--- config.mk ---
export PLATFORM = sky130hd
export DESIGN_NAME = cpu_sequencer
export DESIGN_NICKNAME = d
export VERILOG_FILES = /design/src/rtl/cpu_sequencer.sv
export SDC_FILE = /design/constraint.sdc
export NUM_CORES = 1
export LEC_CHECK = 0
export ABC_AREA = 1
export BUFFER_PORTS_ARGS = -buffer_cell sky130_fd_sc_hd__buf_2
export CAP_MARGIN = 30
export CORE_MARGIN = 2
export CORE_UTILIZATION = 59
export CTS_BUF_LIST = sky130_fd_sc_hd__clkbuf_8
export DETAILED_ROUTE_END_ITERATION = 16
export PLACE_DENSITY_LB_ADDON = 0.2
export SYNTH_ARGS = -nofsm -noshare
export SYNTH_HDL_FRONTEND = slang
export SYNTH_SLANG_ARGS = --single-unit
--- constraint.sdc ---
create_clock -name clk -period 2.1 [get_ports clk]
set_input_delay 0.21 -clock clk [delete_from_list [all_inputs] [get_ports clk]]
set_output_delay 0.21 -clock clk [all_outputs]
set_load 0.01 [all_outputs]
--- src/rtl/cpu_sequencer.sv ---
// cpu_sequencer: multi-cycle control FSM for the pc / rom / register_file / alu
// datapath. Each instruction walks FETCH -> DECODE -> EXEC -> WB.
// Build option: define CPU_SEQ_STEP_EN to add a single-step input.
module cpu_sequencer #(
   parameter int CNT_W        = 16,
   parameter int IMEM_TIMEOUT = 15,
   parameter int ALU_OP_W     = 3
) (
   input  logic                clk,
   input  logic                rst,
   input  logic                run,
`ifdef CPU_SEQ_STEP_EN
   input  logic                step,
`endif
   output logic                imem_req,
   input  logic                imem_ready,
   input  logic [6:0]          opcode,
   input  logic [2:0]          funct3,
   input  logic                funct7_b5,
   output logic                ir_load,
   output logic                alu_src,
   output logic [ALU_OP_W-1:0] alu_op,
   output logic                rf_wr_en,
   output logic                pc_en,
   output logic                busy,
   output logic [1:0]          halt_cause,
   output logic [CNT_W-1:0]    instr_cnt
);

   typedef enum logic [2:0] {
      IDLE   = 3'd0,
      FETCH  = 3'd1,
      DECODE = 3'd2,
      EXEC   = 3'd3,
      WB     = 3'd4,
      HALT   = 3'd5
   } state_t;

   localparam logic [6:0] OPC_OP     = 7'b0110011;
   localparam logic [6:0] OPC_OP_IMM = 7'b0010011;

   localparam logic [ALU_OP_W-1:0] ALU_ADD = ALU_OP_W'(0);
   localparam logic [ALU_OP_W-1:0] ALU_SUB = ALU_OP_W'(1);
   localparam logic [ALU_OP_W-1:0] ALU_AND = ALU_OP_W'(2);
   localparam logic [ALU_OP_W-1:0] ALU_OR  = ALU_OP_W'(3);
   localparam logic [ALU_OP_W-1:0] ALU_XOR = ALU_OP_W'(4);
   localparam logic [ALU_OP_W-1:0] ALU_SLL = ALU_OP_W'(5);
   localparam logic [ALU_OP_W-1:0] ALU_SRL = ALU_OP_W'(6);
   localparam logic [ALU_OP_W-1:0] ALU_SLT = ALU_OP_W'(7);

   // Timeout counter only has to reach IMEM_TIMEOUT.
   localparam int              TO_W    = (IMEM_TIMEOUT < 1) ? 1 : $clog2(IMEM_TIMEOUT + 1);
   localparam logic [TO_W-1:0] TO_LAST = TO_W'(IMEM_TIMEOUT);

   state_t                state_reg;
   logic [TO_W-1:0]       timeout_cnt_reg;
   logic                  start;
   logic                  is_op;
   logic                  is_op_imm;
   logic                  dec_legal;
   logic                  dec_src;
   logic [ALU_OP_W-1:0]   dec_op;

`ifdef CPU_SEQ_STEP_EN
   // In IDLE a step pulse starts one instruction; WB returns to IDLE because run=0.
   assign start = run | step;
`else
   assign start = run;
`endif

   assign is_op     = (opcode == OPC_OP);
   assign is_op_imm = (opcode == OPC_OP_IMM);

   // The IR is latched on the same edge that ends the accepted FETCH cycle.
   assign ir_load = (state_reg == FETCH) && imem_ready;

   // Instruction decoder: ALU controls plus a legality flag for the current IR.
   always_comb begin
      dec_legal = is_op | is_op_imm;
      dec_src   = is_op_imm;
      dec_op    = ALU_ADD;
      case (funct3)
         3'b000:  dec_op = (is_op && funct7_b5) ? ALU_SUB : ALU_ADD;
         3'b111:  dec_op = ALU_AND;
         3'b110:  dec_op = ALU_OR;
         3'b100:  dec_op = ALU_XOR;
         3'b001:  dec_op = ALU_SLL;
         3'b101:  dec_op = ALU_SRL;
         3'b010:  dec_op = ALU_SLT;
         default: dec_legal = 1'b0;
      endcase
   end

   // Sequencer FSM with registered strobes, status and retire counter.
   always_ff @(posedge clk or negedge rst) begin
      if (!rst) begin
         state_reg       <= IDLE;
         timeout_cnt_reg <= '0;
         imem_req        <= 1'b0;
         alu_src         <= 1'b0;
         alu_op          <= '0;
         rf_wr_en        <= 1'b0;
         pc_en           <= 1'b0;
         busy            <= 1'b0;
         halt_cause      <= 2'b00;
         instr_cnt       <= '0;
      end else begin
         rf_wr_en <= 1'b0;
         pc_en    <= 1'b0;
         case (state_reg)
            IDLE: begin
               if (start) begin
                  state_reg       <= FETCH;
                  imem_req        <= 1'b1;
                  busy            <= 1'b1;
                  timeout_cnt_reg <= '0;
               end
            end
            FETCH: begin
               // A ready arriving on the last allowed cycle still wins.
               if (imem_ready) begin
                  state_reg       <= DECODE;
                  imem_req        <= 1'b0;
                  timeout_cnt_reg <= '0;
               end else if (timeout_cnt_reg == TO_LAST) begin
                  state_reg       <= HALT;
                  imem_req        <= 1'b0;
                  busy            <= 1'b0;
                  halt_cause      <= 2'b10;
                  timeout_cnt_reg <= '0;
               end else begin
                  timeout_cnt_reg <= timeout_cnt_reg + TO_W'(1);
               end
            end
            DECODE: begin
               if (dec_legal) begin
                  alu_src   <= dec_src;
                  alu_op    <= dec_op;
                  state_reg <= EXEC;
               end else begin
                  state_reg  <= HALT;
                  busy       <= 1'b0;
                  halt_cause <= 2'b01;
               end
            end
            EXEC: begin
               // Strobes are registered so they are high exactly during WB.
               state_reg <= WB;
               rf_wr_en  <= 1'b1;
               pc_en     <= 1'b1;
            end
            WB: begin
               instr_cnt <= instr_cnt + CNT_W'(1);
               if (run) begin
                  state_reg <= FETCH;
                  imem_req  <= 1'b1;
               end else begin
                  state_reg <= IDLE;
                  busy      <= 1'b0;
               end
            end
            HALT: begin
               state_reg <= HALT;
            end
            default: begin
               state_reg <= IDLE;
               imem_req  <= 1'b0;
               busy      <= 1'b0;
            end
         endcase
      end
   end

endmodule

; ---- Word level (Yosys, flattened, before mapping)
; Index checks and enable logic that the tools add are counted.
[op_classes]
n_bitwise = 3
n_mux = 26
addsub = 2
n_reduce_logical = 16
n_eq_ne = 21
[ops]
columns = op, count
row1 = $pmux W3 S7, 1
row2 = $eq A3 B3 Y1 const B, 6
row3 = $pmux W3 S6, 1
row4 = $add A16 B1 Y16 const B, 1
row5 = $mux W3, 4
row6 = $mux W4, 3
row7 = $mux W1, 10
row8 = $eq A3 B2 Y1 const B, 3
row9 = $ne A2 B2 Y1 const B, 4
row10 = $pmux W4 S2, 1
row11 = $eq A7 B5 Y1 const B, 1
row12 = $eq A7 B6 Y1 const B, 1
row13 = $reduce_or A7 Y1, 1
row14 = $eq A3 B1 Y1 const B, 2
row15 = $logic_not A3 Y1, 2
row16 = $mux W2, 3
row17 = $reduce_and A2 Y1, 3
row18 = $reduce_and A6 Y1, 1
row19 = $pmux W1 S5, 1
row20 = $add A4 B1 Y4 const B, 1
row21 = $eq A4 B4 Y1 const B, 1
row22 = $ne A2 B1 Y1 const B, 2
row23 = $pmux W2 S2, 1
row24 = $reduce_and A4 Y1, 1
row25 = 9 further kinds, 13
[totals]
output_inout_bits = 27
ff_bits = 32
inputBits = 15

; ---- Logic depth before layout (Yosys ltp)
; Gate-level depths: netlist of run 1.
[depth]
ltp_word = 5
mapped_depth = 9
mapped_depth_nobuf = 9

; ---- Worst setup path before layout of run 1
; OpenSTA, ideal clock, no wires.
[synth_timing]
path_kind = reg-to-reg
from = register instr_cnt[1]
to = register instr_cnt[8]
arrival_time_ns = 1.235
path_stages_with_launch = 8
slack_ns = 0.746
path_cell_list = dfrtp_1 -> ha_1 -> nand3_1 -> inv_1 -> nand4_1 -> nor2_1 -> xor2_1 -> inv_1
[synth_between]
elab_chain_cells = 1
[synth_rtl]
columns = element, line
row1 = start: declaration, 27  ; output logic [CNT_W-1:0] instr_cnt
row2 = start signal: assignment, 153  ; instr_cnt <= instr_cnt + CNT_W'(1);
row3 = $add A16 B1 Y16, 153
; No other way between the ends.
; A chain may end at the register's enable or synchronous reset.

; ---- Final worst setup path of run 1
[layout_timing]
from = register state_reg[2]
to = output port ir_load
[layout_between]
elab_chain_cells = 2
[layout_rtl]
columns = element, line
row1 = start: declaration, 55  ; state_t state_reg;
row2 = start signal: assignment, 97  ; state_reg <= IDLE;
row3 = start signal: assignment, 113  ; state_reg <= FETCH;
row4 = start signal: assignment, 122  ; state_reg <= DECODE;
row5 = $eq A3 B1 Y1, 75  ; assign ir_load = (state_reg == FETCH) && imem_ready;
row6 = $logic_and A1 B1 Y1, 75
row7 = end: declaration, 20  ; output logic ir_load,
; No other way between the ends.

==> flow_metrics.tcl, run 1 <==
set metrics [dict create \
    critPathLaunchType "flop" \
    rows 19 \
    largest_reg_flops 16 \
    gr-total-overflow 0 \
    drtAntennaViolNets 0 \
    cts_root_buffer "clkbuf_8" \
    cts_tree "built" \
    multiInputGateArea_um2 818 \
    fill_cells 232 \
    peakVddDrop_uv 842 \
    register_area_um2 801 \
    yosys_warnings 0 \
    vias_per_cell 5.16 \
    cp_common_cell "inv_1" \
    finalCriticalPeriod_ns 1.58 \
    cts_buffer_depth 2 \
    synthesis.area_mm2 0.00174 \
    synth_seq_cells 32 \
    place_congestion 0.810 \
    final_nets 289 \
    fp.dieH_um 58.4 \
    grt_max_degree 33 \
    worstPathRequired_ns 1.89 \
    crit_fanout 6 \
    endpoint_kind "output port" \
    slew_viol_final 0 \
    cpMaxStageDelayCell "dfrtp_1" \
    grt_pass1_vias 1414 \
    hold_viol 0 \
    finalSetupViolCount 0 \
    crit_start "state_reg[2]" \
    post-dp-hpwl_um 2620 \
    critPathCapture "ir_load" \
    skew_ns 0.00310 \
    syn2layout_area_growth_pct 19.3 \
    met2_usage 0.406 \
    worst_slew_pin_slew_ns 0.675 \
    hold_buffers 1 \
    drtIter0Drc 47 \
    path_clk_slew_ns 0.06 \
    start_util 0.627 \
    synth_area_leader_cell "dfrtp_1" \
    rsz0062_at_grt "false" \
    cap_violations 0 \
    critPathTopFamily "flip-flops" \
    io_pins 42 \
    yosysUniqueCellTypes 24 \
    post-route-drc-count 0 \
    leakagePower_nw 1.23 \
    met1_usage 0.257 \
    grt.total_usage 0.222 \
    finalCritPeriodShare 0.753 \
    syn_avg_cell_area_um2 7.78 \
    gr-max-usage-layer "met2" \
    ys_seq_area_frac 0.459 \
    worstPathCellList "inv_2 > nand3_2 > inv_1 > nand2_1 > inv_1 > buf_2" \
    cts_resized 0 \
    status "finished, final reports clean" \
    antenna_found_initial 0 \
    dr.pass1.iters 4 \
    cts_num_sinks 32 \
    dpl.cell_count 295 \
    wl_per_cell_um 11.3 \
    worstHoldStart "opcode[5]" \
    die_w_um 58.4 \
    r2r_end "instr_cnt[11]" \
    rrSetupSlack_ns 0.64 \
    dp_slack_ns 0.644 \
    wirelength_um 3450 \
    setup_ws_ns 0.519 \
    worst-path-buf-inv 4 \
    syn_nets 241 \
    fin_area_mm2 0.00208 \
    p_per_area_mw_per_mm2 1020 \
    numCtsBuffers 5 \
    drive_gt1_frac 0.223 \
    htreeDepth 2 \
    r2r-start "state_reg[1]" \
    worst-path-stages 6 \
    die_area_mm2 0.00340 \
    rr_worst_depth 6 \
    max-slew-margin-rel 0.550 \
    layout.cells.non_filler 304 \
    netlist.area_leader.share 0.459 \
    core_area_mm2 0.00278 \
    grt_util_met3 0.0462 \
    clock.fmax_mhz 633 \
    clk_latency_ns 0.28 \
    fin_tns_setup_ns 0 \
    post_cts_buffers 0 \
    hold_class "in -> reg" \
    grt_pass1_wl_um 5750 \
    synth.area.top_cells "dfrtp_1, nand2_1, inv_1" \
    antenna_cells 0 \
    port_buffers 41 \
    cp.arrival_ns 1.37 \
    slowest_delay_ns 0.45 \
    dpl_cell_area_mm2 0.00198 \
    path_class "reg -> out" \
    synthCells 224 \
    dr_total_vias 1570 \
]
==> worst min path at each step <==
| stage | end | slack [ns] | cells after the start |
|---|---|---|---|
| 2_1_floorplan | alu_op[0] | -0.09 | 0 |
| 3_3_place_gp | instr_cnt[6] | 0.29 | 1 |
| 3_5_place_dp | instr_cnt[4] | 0.29 | 1 |
| 4_1_cts | alu_src | 0.18 | 4 |
| 5_1_grt | alu_src | 0.19 | 4 |
| 6_report | alu_src | 0.18 | 4 |
==> power by group <==
part           total (W)  switching [W]  internal, W  leakage, nW
clock network   0.000466       0.000209     0.000257       0.0538
registers       0.000899       0.000148     0.000751        0.429
logic           0.000751       0.000463     0.000287        0.749
==> cells in the final DEF, fill, tap and decap left out, drive strengths merged <==
| cell type | synthesis | layout |
|---|---|---|
| nand2 | 75 | 75 |
| buf | 1 | 41 |
| inv | 31 | 33 |
| dfrtp | 32 | 32 |
| nand3 | 23 | 23 |
| nor2 | 21 | 21 |
| xor2 | 7 | 7 |
| nor3 | 6 | 6 |
| clkbuf | 0 | 6 |
| a21oi | 5 | 5 |
| o21ai | 5 | 5 |
| xnor2 | 4 | 4 |
| nand3b | 4 | 4 |
| nand4 | 4 | 4 |
| ha | 2 | 2 |
| nor4b | 1 | 1 |
| nor3b | 1 | 1 |
| a31oi | 1 | 1 |
| and3 | 1 | 1 |
| dlygate4sd3 | 0 | 1 |
==> layout make-up <==
| cell class | count | share of cell area |
|---|---|---|
| Clock buffer | 6 | 0.0397 |
| Inverter | 31 | 0.0560 |
| Tap cell | 31 | 0.0187 |
| Sequential cell | 32 | 0.385 |
| Clock inverter | 2 | 0.00361 |
| Timing Repair Buffer | 42 | 0.103 |
| Multi-Input combinational cell | 160 | 0.394 |
==> worst min-delay path: cells and delay by family <==
family	cells	cell delay, ns
and+or+nand+nor	3	0.13
buffers and inverters	1	0.08
==> layer usage <==
metal,up-vias,wire [µm]
li1,801,-
met5,-,0
met4,0,41
met2,45,1730
met3,7,179
met1,717,1500
==> synth_stat cells, drive strengths merged <==
| library cell | number |
|---|---|
| dfrtp | 32 |
| xnor2 | 4 |
| nor2 | 21 |
| xor2 | 7 |
| nor4b | 1 |
| nor3b | 1 |
| nand2 | 75 |
| nand4 | 4 |
| ha | 2 |
| inv | 31 |
| buf | 1 |
| a21oi | 5 |
| o21ai | 5 |
| nand3 | 23 |
| a31oi | 1 |
| nand3b | 4 |
| nor3 | 6 |
| and3 | 1 |
==> metrics by stage <==
step	hold slack (ns)	power [W]	util
finish	0.182	0.00212	0.748
global route	0.190	0.00228	0.748
CTS	0.182	0.00212	0.748
detailed placement	0.288	0.00166	0.712
global placement	0.288	0.00164	0.712
floorplan	-0.0856	0.00143	-
==> kinds of logic after synthesis <==
group                      after synthesis  share of synthesized area
and+or+nand+nor                        136                      0.368
AOI/OAI and AO/OA                       11                     0.0323
adders and majority gates                2                     0.0144
DFF                                     32                      0.459
buffers and inverters                   32                     0.0711
xor gates and xnor gates                11                     0.0553
(Power assumes the default switching activity.)
==> run 2: changes to the inputs <==
CORE_UTILIZATION = 55   (was 59)
clock period = 1.6 ns   (was 2.1 ns; I/O delays follow)
==> run 2 against run 1 <==
Against the previous run:
- combinational power up 44%
- utilization down 3.2 points
- critical path depth up 1
- total power up 42%
- count of clock-buffer cells in the layout down 1
- global-route usage up 0.72 points
- clock power up 59%
- worst setup slack worse by 0.42 ns
==> flow_metrics.tcl, run 2 (synthesis gave the netlist of run 1 again) <==
set metrics [dict create \
    status "finished, final reports clean" \
    antenna_cells 0 \
    cts_tree "built" \
    drtAntennaViolNets 0 \
    dr.pass1.iters 5 \
    swShare 0.376 \
    path_class "reg -> reg" \
    dpl_cell_area_mm2 0.00200 \
    die_area_mm2 0.00364 \
    peakVddDrop_uv 696 \
    gr-total-overflow 0 \
    cts_num_sinks 32 \
    p_per_area_mw_per_mm2 1390 \
    syn2layout_area_growth_pct 24.3 \
    post-route-drc-count 0 \
    grt.total_usage 0.230 \
    cts_buffer_depth 2 \
    clk_latency_ns 0.28 \
    setup_ws_ns 0.103 \
    antenna_found_initial 0 \
    hold_class "in -> reg" \
    grt_pass1_vias 1455 \
    core_area_mm2 0.00303 \
    mostFrequentLayoutCells "nand2_1, buf_2, dfrtp_1" \
    io_pins 42 \
    endpoint_kind "flop" \
    switchingPower_w 0.00113 \
    leakagePower_nw 1.25 \
    post-dp-hpwl_um 2610 \
    skew_ns 0.00745 \
    final_nets 293 \
    critPathLaunchType "flop" \
    worst_slew_pin_slew_ns 0.401 \
    wirelength_um 3620 \
    rows 20 \
    p_clk_frac 0.246 \
    worstPathRequired_ns 1.77 \
    htreeDepth 2 \
    clock.fmax_mhz 668 \
    cts_root_buffer "clkbuf_8" \
    cpMaxStageDelayCell "dfrtp_1" \
    vias_per_cell 4.96 \
    combinationalPowerShare 0.358 \
    slew_viol_final 0 \
    crit_fanout 4 \
    seq_power_share 0.396 \
    layout_commonest_cell "nand2_1" \
    hold_viol 0 \
    path_clk_slew_ns 0.06 \
    cap_violations 0 \
    fin_tns_setup_ns 0 \
    fp.dieH_um 60.3 \
    finalCriticalPeriod_ns 1.50 \
    layout.cells.non_filler 321 \
    start_util 0.576 \
    largest_reg_flops 16 \
    finalSetupViolCount 0 \
    grt_max_degree 33 \
    p_int_w 0.00188 \
    rsz0062_at_grt "true" \
    place_congestion 0.832 \
    max-slew-margin-rel 0.733 \
    numCtsBuffers 5 \
    slowest_delay_ns 0.40 \
    finalCritPeriodShare 0.935 \
    port_buffers 41 \
    worstPathCellList "ha_2 > nand3_2 > inv_2 > nand4_1 > nor2_2 > xor2_1 > inv_1" \
    utilization 0.715 \
    dp_slack_ns 0.117 \
    cp.arrival_ns 1.67 \
    dpl.cell_count 309 \
    dr_total_vias 1591 \
    die_w_um 60.3 \
    grt_pass1_wl_um 6170 \
    drtIter0Drc 110 \
    fin_area_mm2 0.00217 \
    wl_per_cell_um 11.3 \
    drive_gt1_frac 0.260 \
]
run 2: cell types whose count changed in the layout (fill, tap and decap cells not counted), moves of 2 or more:
cell / change
inv_1: -2
dfrtp_2: +2
dfrtp_1: -2
buf_4: +4
run 2: worst max-delay path, delay by kind of cell (launching register included):
| kind | cells | cell delay, ns |
|---|---|---|
| fa+ha+maj | 1 | 0.21 |
| simple gates | 3 | 0.48 |
| xor+xnor | 1 | 0.17 |
| flops | 1 | 0.40 |
| buf+inv | 2 | 0.12 |
run 2: layout make-up:
class | count | area, µm²
multi-input combinational | 160 | 836
inverter | 31 | 119
clock inverter | 3 | 38.8
timing repair buffer | 46 | 245
fill | 257 | 862
sequential | 32 | 803
tap | 44 | 55.1
clock buffer | 5 | 68.8
run 2: worst paths after layout:
kind / from / to / slack, ns / cells after the start
max reg2reg: instr_cnt[1] / instr_cnt[8] / 0.10 / 7
min in group asynchronous: rst / timeout_cnt_reg[3] / 0.43 / 3
max in group asynchronous: rst / state_reg[1] / 0.86 / 3
max: instr_cnt[1] / instr_cnt[8] / 0.10 / 7
min reg2reg: imem_req / imem_req / 0.46 / 2
min: opcode[5] / alu_src / 0.14 / 4
run 2: through the flow:
step / power, W / hold slack, ns
CTS: 0.00293 / 0.133
global placement: 0.00216 / 0.197
detailed placement: 0.00216 / 0.198
finish: 0.00301 / 0.138
floorplan: 0.00187 / -0.136
global route: 0.00323 / 0.180
run 2: power groups by stage:
stage	logic, W	clock network (W)	registers, W
5_1_grt	0.00122	0.000795	0.00122
6_report	0.00108	0.000741	0.00119
3_3_place_gp	0.000972	0	0.00118
3_5_place_dp	0.000975	0	0.00119
2_1_floorplan	0.000656	0	0.00122
4_1_cts	0.000994	0.000762	0.00118
run 2: metal layers:
| metal | vias to the layer above | GRT usage | part of all wire |
|---|---|---|---|
| met2 | 60 | 0.343 | 0.45 |
| met3 | 6 | 0.0411 | 0.076 |
| met5 | - | 0 | 0 |
| met4 | 0 | 0.102 | 0.011 |
| met1 | 712 | 0.324 | 0.46 |
| li1 | 813 | - | - |
run 2: repair_timing:
action | 4_1_cts | 5_1_grt
hold buffers | 1 | 0
gates resized for setup | 0 | 9
endpoints found under the hold margin | 32 | 0
setup buffers | 0 | 3
setup endpoints to repair | 0 | 4
==> run 3: changes to the inputs <==
BUFFER_PORTS_ARGS = unset   (was -buffer_cell sky130_fd_sc_hd__buf_2)
CORE_UTILIZATION = 65   (was 55)
DONT_BUFFER_PORTS = 1   (was unset)
==> run 3 against run 2 <==
Against the previous run:
- first-iteration DRC count decreased by 22%
- critical endpoint is now instr_cnt[14]
- worst setup slack got worse by 0.025 ns
- non-clock buffer count decreased by 42
- clock power decreased by 15%
- clock skew decreased by 0.0012 ns
- sequential power increased by 6%
- die area decreased by 14%
- critical path type unchanged
- final cell count decreased by 17%
- flip-flop and latch count unchanged
- largest power group unchanged
- register-to-register slack got worse by 0.03 ns
- sequential share of layout area increased by 4.5 points
==> flow_metrics.tcl, run 3 (synthesis gave the netlist of run 1 again) <==
set metrics [dict create \
    status "finished, final reports clean" \
    critPathLaunchType "flop" \
    rr_worst_depth 8 \
    cp.arrival_ns 1.71 \
    grt_max_degree 33 \
    skew_ns 0.00622 \
    numCtsBuffers 5 \
    peakVddDrop_uv 1210 \
    critPathCapture "instr_cnt[14]" \
    drtAntennaViolNets 0 \
    path_class "reg -> reg" \
    post-route-drc-count 0 \
    layout_commonest_cell "nand2_1" \
    path_clk_slew_ns 0.07 \
    p_total_w 0.00278 \
    wl_per_cell_um 14.4 \
    largest_reg_flops 16 \
    rows 18 \
    rrSetupSlack_ns 0.08 \
    drive_gt1_frac 0.119 \
    mostFrequentLayoutCells "nand2_1, dfrtp_1, inv_1" \
    endpoint_kind "flop" \
    antenna_found_initial 0 \
    rsz0062_at_grt "false" \
    gr-max-usage-layer "met2" \
    final_nets 251 \
    place_congestion 0.899 \
    met2_usage 0.440 \
    grt_util_met3 0.0907 \
    r2r_end "instr_cnt[14]" \
    fin_tns_setup_ns 0 \
    worstPathRequired_ns 1.78 \
    grt_pass1_wl_um 6310 \
    cts_root_buffer "clkbuf_8" \
    cap_violations 0 \
    finalSetupViolCount 0 \
    r2r-start "state_reg[1]" \
    die_area_mm2 0.00311 \
    dr.pass1.iters 4 \
    core_area_mm2 0.00250 \
    leakagePower_nw 1.05 \
    grt.total_usage 0.262 \
    whs_ns 0.0335 \
    met1_usage 0.294 \
    drtIter0Drc 86 \
    die_w_um 55.8 \
    post_cts_buffers 0 \
    crit_start "state_reg[1]" \
    syn2layout_area_growth_pct 10.7 \
    gr-total-overflow 0 \
    cts_buffer_depth 2 \
    port_buffers 0 \
    antenna_cells 0 \
    start_util 0.697 \
    post-dp-hpwl_um 2850 \
    fp.dieH_um 55.8 \
    clk_latency_ns 0.28 \
    cts_num_sinks 32 \
    grt_pass1_vias 1524 \
    crit_fanout 8 \
    hold_viol 0 \
    vias_per_cell 5.68 \
    wirelength_um 3830 \
    cts_tree "built" \
    dr_total_vias 1504 \
    slew_viol_final 0 \
    finalCriticalPeriod_ns 1.52 \
    hold_class "in -> reg" \
    p_per_area_mw_per_mm2 1440 \
    clock.fmax_mhz 657 \
    finalCritPeriodShare 0.951 \
    max-slew-margin-rel 0.779 \
    htreeDepth 2 \
    io_pins 42 \
    worst_slew_pin_slew_ns 0.328 \
]
[run 3: changes by cell type in the layout (fill, tap and decap cells not counted), sizes merged]
cell | before | now
buf | 45 | 3
bufinv | 1 | 0
clkbuf | 5 | 6
clkinv | 1 | 0
clkinvlp | 0 | 1
[run 3: cell type report]
class	count	area, µm²
clock buffer	6	82.6
clock inverter	2	11.3
fill	186	571
inverter	31	116
multi-input combinational	160	833
sequential	32	803
tap	30	37.5
timing repair buffer	4	45.0
[run 3: worst min-delay path by stage]
stage                          from      endpoint  cells past startpoint
after floorplan                 rst     alu_op[0]                      0
final                     opcode[5]       alu_src                      3
after global placement          rst  state_reg[0]                      0
after global routing            run      imem_req                      2
after CTS                 opcode[5]       alu_src                      3
after detailed placement        rst  state_reg[1]                      0
[run 3: through the flow]
step	setup slack [ns]	area [µm²]	util	instances
final	0.0782	1930	0.772	265
after global routing	0.000339	1930	0.772	265
after CTS	0.0404	1910	0.765	265
after detailed placement	0.0731	1790	0.715	255
after global placement	0.149	1790	0.715	255
after floorplan	0.246	1740	-	224
[run 3: repair_timing]
| action | CTS | global route |
|---|---|---|
| hold buffers | 2 | 0 |
| setup endpoints to repair | 0 | 3 |
| hold endpoints to repair | 32 | 0 |
| gates resized for setup | 0 | 5 |
[run 3: metal layers]
layer | vias to the layer above | wire, µm
li1 | 728 | -
met1 | 713 | 1590
met2 | 56 | 1920
met3 | 7 | 258
met4 | 0 | 61
met5 | - | 0
[run 3: power breakdown]
| group | internal (W) | leakage (nW) | switching, W |
|---|---|---|---|
| registers | 0.000990 | 0.426 | 0.000267 |
| logic | 0.000326 | 0.573 | 0.000564 |
| clock network | 0.000343 | 0.0486 | 0.000289 |
| total | 0.00166 | 1.05 | 0.00112 |
[run 3: critical path, cell delays in order (launching register included)]
cell and delay (ns):
dfrtp_1 0.47, nor2_4 0.22, nand2_4 0.13, inv_2 0.13, nand3_2 0.07, nor2_2 0.19, nand3_1 0.10, nand2_1 0.08
inv_1 0.03
